File: src/rtl/timer_bank.sv
// rtl/timer_bank.sv - multi-channel down-counting timer bank with sticky expiry flags
module timer_bank #(
   parameter int DATA_WIDTH = 16,
   parameter int NUM_CH     = 4,
   parameter int CH_BITS    = 2
) (
   input  logic                         clk,
   input  logic                         reset,
   input  logic [DATA_WIDTH-1:0]        DATA,
   input  logic                         timer_in,
   input  logic [CH_BITS-1:0]           ch_select,
   input  logic                         auto_reload,
   input  logic                         count_en,
   input  logic                         ack,
   input  logic [CH_BITS-1:0]           ack_select,
   output logic [NUM_CH*DATA_WIDTH-1:0] REG_OUT_TIMER,
   output logic [NUM_CH-1:0]            timeout,
   output logic [NUM_CH-1:0]            overrun,
   output logic                         irq
);

   typedef enum logic [1:0] {
      ST_IDLE    = 2'd0,
      ST_RUN     = 2'd1,
      ST_EXPIRED = 2'd2
   } state_e;

   localparam logic [DATA_WIDTH-1:0] CNT_ONE = {{(DATA_WIDTH-1){1'b0}}, 1'b1};

   logic [DATA_WIDTH-1:0] cnt_q    [NUM_CH];
   logic [DATA_WIDTH-1:0] cnt_d    [NUM_CH];
   logic [DATA_WIDTH-1:0] reload_q [NUM_CH];
   logic [DATA_WIDTH-1:0] reload_d [NUM_CH];
   state_e                state_q  [NUM_CH];
   state_e                state_d  [NUM_CH];
   logic [NUM_CH-1:0]     mode_q,    mode_d;
   logic [NUM_CH-1:0]     timeout_q, timeout_d;
   logic [NUM_CH-1:0]     overrun_q, overrun_d;
   logic [NUM_CH-1:0]     load_sel;
   logic [NUM_CH-1:0]     ack_sel;

   // Decode the strobes into one-hot per-channel hits; out-of-range selects hit nothing
   always_comb begin
      load_sel = '0;
      ack_sel  = '0;
      for (int i = 0; i < NUM_CH; i++) begin
         load_sel[i] = timer_in && (ch_select == CH_BITS'(i));
         ack_sel[i]  = ack && (ack_select == CH_BITS'(i));
      end
   end

   // Per-channel next state: load dominates, then expiry over ack, then plain decrement
   always_comb begin
      cnt_d     = cnt_q;
      reload_d  = reload_q;
      state_d   = state_q;
      mode_d    = mode_q;
      timeout_d = timeout_q;
      overrun_d = overrun_q;
      for (int i = 0; i < NUM_CH; i++) begin
         if (load_sel[i]) begin
            cnt_d[i]     = DATA;
            reload_d[i]  = DATA;
            mode_d[i]    = auto_reload;
            timeout_d[i] = 1'b0;
            overrun_d[i] = 1'b0;
            state_d[i]   = (DATA != '0) ? ST_RUN : ST_IDLE;
         end else begin
            if (ack_sel[i]) begin
               timeout_d[i] = 1'b0;
               overrun_d[i] = 1'b0;
            end
            if (count_en && (state_q[i] == ST_RUN)) begin
               if (cnt_q[i] > CNT_ONE) begin
                  cnt_d[i] = cnt_q[i] - CNT_ONE;
               end else if (cnt_q[i] == CNT_ONE) begin
                  // An ack on the expiry edge keeps the new timeout but suppresses overrun
                  timeout_d[i] = 1'b1;
                  overrun_d[i] = !ack_sel[i] && (overrun_q[i] || timeout_q[i]);
                  if (mode_q[i]) begin
                     cnt_d[i] = reload_q[i];
                  end else begin
                     cnt_d[i]   = '0;
                     state_d[i] = ST_EXPIRED;
                  end
               end
            end
         end
      end
   end

   // State register with asynchronous clear of every channel
   always_ff @(posedge clk or posedge reset) begin
      if (reset) begin
         for (int i = 0; i < NUM_CH; i++) begin
            cnt_q[i]    <= '0;
            reload_q[i] <= '0;
            state_q[i]  <= ST_IDLE;
         end
         mode_q    <= '0;
         timeout_q <= '0;
         overrun_q <= '0;
      end else begin
         cnt_q     <= cnt_d;
         reload_q  <= reload_d;
         state_q   <= state_d;
         mode_q    <= mode_d;
         timeout_q <= timeout_d;
         overrun_q <= overrun_d;
      end
   end

   // Pack the per-channel counts onto the flat output bus
   always_comb begin
      REG_OUT_TIMER = '0;
      for (int i = 0; i < NUM_CH; i++) begin
         REG_OUT_TIMER[i*DATA_WIDTH +: DATA_WIDTH] = cnt_q[i];
      end
   end

   assign timeout = timeout_q;
   assign overrun = overrun_q;
   assign irq     = |timeout_q;

endmodule

File: config.mk
export PLATFORM = sky130hd
export DESIGN_NAME = timer_bank
export DESIGN_NICKNAME = d
export VERILOG_FILES = /design/src/rtl/timer_bank.sv
export SDC_FILE = /design/constraint.sdc
export NUM_CORES = 1
export LEC_CHECK = 0
export ABC_AREA = 1
export CAP_MARGIN = 20
export CORE_MARGIN = 2
export CORE_UTILIZATION = 46
export CTS_CLUSTER_SIZE = 24
export DETAILED_ROUTE_END_ITERATION = 6
export GPL_TIMING_DRIVEN = 0
export PLACE_DENSITY = 0.63
export SYNTH_ARGS = -nofsm -noshare
export SYNTH_HDL_FRONTEND = slang
export SYNTH_SLANG_ARGS = --single-unit
File: constraint.sdc
create_clock -name clk -period 8.43 [get_ports clk]
set_clock_uncertainty 0.2 [all_clocks]
set_input_delay 1.686 -clock clk [delete_from_list [all_inputs] [get_ports clk]]
set_output_delay 1.686 -clock clk [all_outputs]
set_load 0.03 [all_outputs]
## Yosys cells after proc, flatten, opt, wreduce, memory -nomap -nowiden

Index checks and enable logic that the tools add are counted.

- Register bits: 148
- Bits of input ports: 26
- Output and inout bits: 73
- Logic and storage cells: 177

- Add/subtract/negate cells: 4
- Order comparisons: 4
- Equal/unequal tests: 22
- Multiplexer cells: 81
- Reduce and logical (&&, ||, !) cells: 48

Operators by type and width:

| kind | number |
|---|---|
| $mux W16 | 20 |
| $eq A16 B1 Y1 const B | 4 |
| $gt A16 B1 Y1 const B | 4 |
| $sub A16 B1 Y16 const B | 4 |
| $mux W1 | 41 |
| $mux W2 | 20 |
| $logic_and A1 B1 Y1 | 16 |
| $reduce_and A4 Y1 | 4 |
| $reduce_bool A16 Y1 | 1 |
| $reduce_bool A2 Y1 | 8 |
| $eq A2 B1 Y1 const B | 6 |
| $reduce_bool A3 Y1 | 4 |
| $eq A2 B2 Y1 const B | 4 |
| $ne A2 B1 Y1 const B | 4 |
| $ne A2 B2 Y1 const B | 4 |
| $reduce_and A2 Y1 | 4 |
| $logic_not A1 Y1 | 4 |
| $logic_not A2 Y1 | 2 |
| $logic_or A1 B1 Y1 | 4 |
| $reduce_or A4 Y1 | 1 |

## Depth between registers and ports, before layout

- Depth in word-level cells: 8
- Mapped depth: 12
- Mapped depth without buffers: 11

## Worst setup path before layout

OpenSTA, ideal clock, no wires.

- Path type: flip-flop to output port
- Start: register timeout_q[3], in the netlist timeout[3]
- End: output irq
- Arrival: 1.209 ns
- Required time: 6.544 ns
- Slack: 5.335 ns
- Cell stages (with the launch flop): 2
- Path buffers: 0
- Cell sequence: dfrtp_1 > or4_1

- Word-level cells in the longest chain between the ends: 1

Ends and longest elaborated chain:

| item | RTL line | text |
|---|---|---|
| start: declaration | 37 | `logic [NUM_CH-1:0] timeout_q, timeout_d;` |
| start signal: assignment | 108 | `timeout_q <= timeout_d;` |
| $reduce_or A4 Y1 | 123 | `assign irq = \|timeout_q;` |
| end: declaration | 19 | `output logic irq` |

No other way between the ends.

## Worst setup path after layout

Ends and elaborated chain as after synthesis.

==> impl_metrics.env <==
export IMPL_run_status="finished, final reports clean"
export IMPL_drt_total_wl_um=27290
export IMPL_start_util_pct=47.03
export IMPL_dr_wl_met2_um=12740
export IMPL_rows=51
export IMPL_final_max_slew_viol_count=0
export IMPL_wl_met1_um=12720
export IMPL_fin_area_um2=11150
export IMPL_grt_pass1_wl_um=44450
export IMPL_hp_class="reg2reg"
export IMPL_ys_types=44
export IMPL_hold_viol_final=0
export IMPL_power_mw=3.477
export IMPL_synth_most_common_cell="nand2_1"
export IMPL_grt_pass1_vias=8411
export IMPL_crit_chain="or4_1 -> clkdlybuf4s50_1"
export IMPL_cp_slowest_cell="clkdlybuf4s50_1"
export IMPL_insertedDiodeCount=0
export IMPL_die_h_um=145.3
export IMPL_area_delta_synth_final_pct=21.36
export IMPL_synthArstFlopShare_pct=100.0
export IMPL_crit_family="buffers and inverters"
export IMPL_nets=1479
export IMPL_drc=0
export IMPL_ctsHoldBuffers=0
export IMPL_grt_max_degree=91
export IMPL_grt_use_total_pct=26.34
export IMPL_dr_pass1_iters=5
export IMPL_synth_edf_count=0
export IMPL_cts_setup_buffers=0
export IMPL_placed_cell_area_um2=10530
export IMPL_syn_avg_cell_area_um2=6.921
export IMPL_synth_top_flop_cell="dfrtp_1"
export IMPL_crit_type="reg2out"
export IMPL_drive_above_1_share_pct=9.396
export IMPL_antenna_found_initial=0
export IMPL_top_layer="met4"
export IMPL_tns_ps=0
export IMPL_max_clock_path_buffers=2
export IMPL_cts_resized=0
export IMPL_port_buffers=98
export IMPL_start_kind="flip-flop"
export IMPL_synth_nets=1361
export IMPL_post_dp_hpwl_um=20040
export IMPL_netlist_top_cell_by_area="dfrtp_1"
export IMPL_synth_top_cell_area_share_pct=40.33
export IMPL_root_buffer="clkbuf_16"
export IMPL_fin_crit_sh_pct=47.67
export IMPL_globalRouteOverflowTotal=0
export IMPL_power_density_nw_per_um2=312.0
export IMPL_drt_vias_per_instance=5.190
export IMPL_place_ws_ps=4607
export IMPL_crit_path_max_fanout=4
export IMPL_synth_seq_cells=148
export IMPL_finalSetupViolations=0
export IMPL_wl_per_cell_um=15.84
export IMPL_htreeDepth=4
export IMPL_vdd_drop_max_uv=176.0
export IMPL_syn_inst=1327
export IMPL_clkLatencyLatePin_ps=440
export IMPL_clk_pin_slew_ps=60
export IMPL_leakagePower_nw=5.621
export IMPL_numCtsBuffers=17
export IMPL_slowest_delay_ps=630
export IMPL_synthTopCellsByArea="dfrtp_1 (40%), nand2_1 (16%), nor2_1 (9.0%)"
export IMPL_ant_nets=0
export IMPL_fin_crit_ps=4019
export IMPL_endpoint_kind="output pin"
export IMPL_synth_warnings=0
export IMPL_synth_common_cells="nand2_1 (401), nor2_1 (220), dfrtp_1 (148)"
export IMPL_cp_required_ps=6540
export IMPL_fin_ws_ps=4411
export IMPL_dieArea_um2=21110
export IMPL_gp_congestion=0.8877
export IMPL_max_freq_mhz=248.8
export IMPL_worst_path_buf_inv=1
export IMPL_vias=8942
export IMPL_ys_seq_area_share_pct=40.33
export IMPL_core_um2=19530
export IMPL_worstMarginPinSlew_ps=847.4
export IMPL_grt_setup_unrepaired="no"
export IMPL_cts_sinks=148
export IMPL_final_util_pct=57.08
export IMPL_drt_iter0_markers=716
export IMPL_dieWidth_um=145.3
export IMPL_arrival_ps=2130
export IMPL_ios=99
export IMPL_wl_met3_um=1245
export IMPL_syn_area_um2=9184
export IMPL_cts_tree="yes"
export IMPL_max_cap_violations=0
export IMPL_slew_headroom_pct=43.51
==> registers in the layout (all words and copies together) (netlist names) <==
name / flops
mode_q: 4
reload_q: 64
state_q: 8
timeout: 4
overrun: 4
REG_OUT_TIMER: 64
==> layer usage <==
layer	vias up	global-route usage, %
met1	4235	36.95
met5	-	0
met3	40	4.025
li1	4432	-
met4	0	8.088
met2	235	42.16
==> cells by family (layout without fill, tap and decap cells) <==
family	after synthesis	count (layout)	synth area share [%]
DFF	148	148	40.33
xor gates and xnor gates	20	20	1.907
buffers and inverters	186	317	8.624
adders and majority gates	8	8	1.090
and+or+nand+nor	831	831	39.77
AOI/OAI and AO/OA	134	134	8.283
==> path summary, 6_finish.rpt <==
check / cells after the start / slack [ps] / endpoint / start
max: 2 / 4410 / irq / timeout[3]
min: 2 / 270 / reload_q[20] / reload_q[20]
max reg2reg: 9 / 6180 / REG_OUT_TIMER[53] / REG_OUT_TIMER[48]
min reg2reg: 2 / 270 / reload_q[20] / reload_q[20]
max in group asynchronous: 3 / 5610 / reload_q[18] / reset
min in group asynchronous: 2 / 1590 / reload_q[61] / reset
==> report_power, final <==
part           switching, mW  internal, mW  total [mW]
Combinational          0.914         0.589        1.50
Clock                  0.328         0.477       0.805
Sequential             0.262         0.907        1.17
Total                   1.50          1.97        3.48
==> layout by cell type, fill, tap and decap left out, drive strengths merged, types with 32 or more instances in the layout <==
master           n
nand2          419
nor2           250
dfrtp          148
inv            147
nand3          105
clkdlybuf4s50   98
o21ai           75
a21oi           44
clkbuf          34
nand4           32
==> cell type report <==
cell class / count / area [um^2]
Multi-Input combinational cell: 993 / 4688
Buffer: 41 / 240.2
Tap cell: 265 / 331.6
Clock inverter: 14 / 177.7
Timing Repair Buffer: 99 / 1008
Clock buffer: 18 / 439.2
Inverter: 145 / 556.8
Fill cell: 1955 / 8381
Sequential cell: 148 / 3704
==> per-stage QoR <==
step	hold slack, ps	cells
global route	296.2	1723
floorplan	236.5	1327
finish	270.6	1723
global placement	253.1	1690
detailed placement	255.4	1691
CTS	273.9	1723
==> worst min-delay path, delay by kind of cell, from the launching register on <==
kind	cells	cell delay (ps)
flops	1	320
simple gates	2	120
Power figures use the tool's default switching activity.
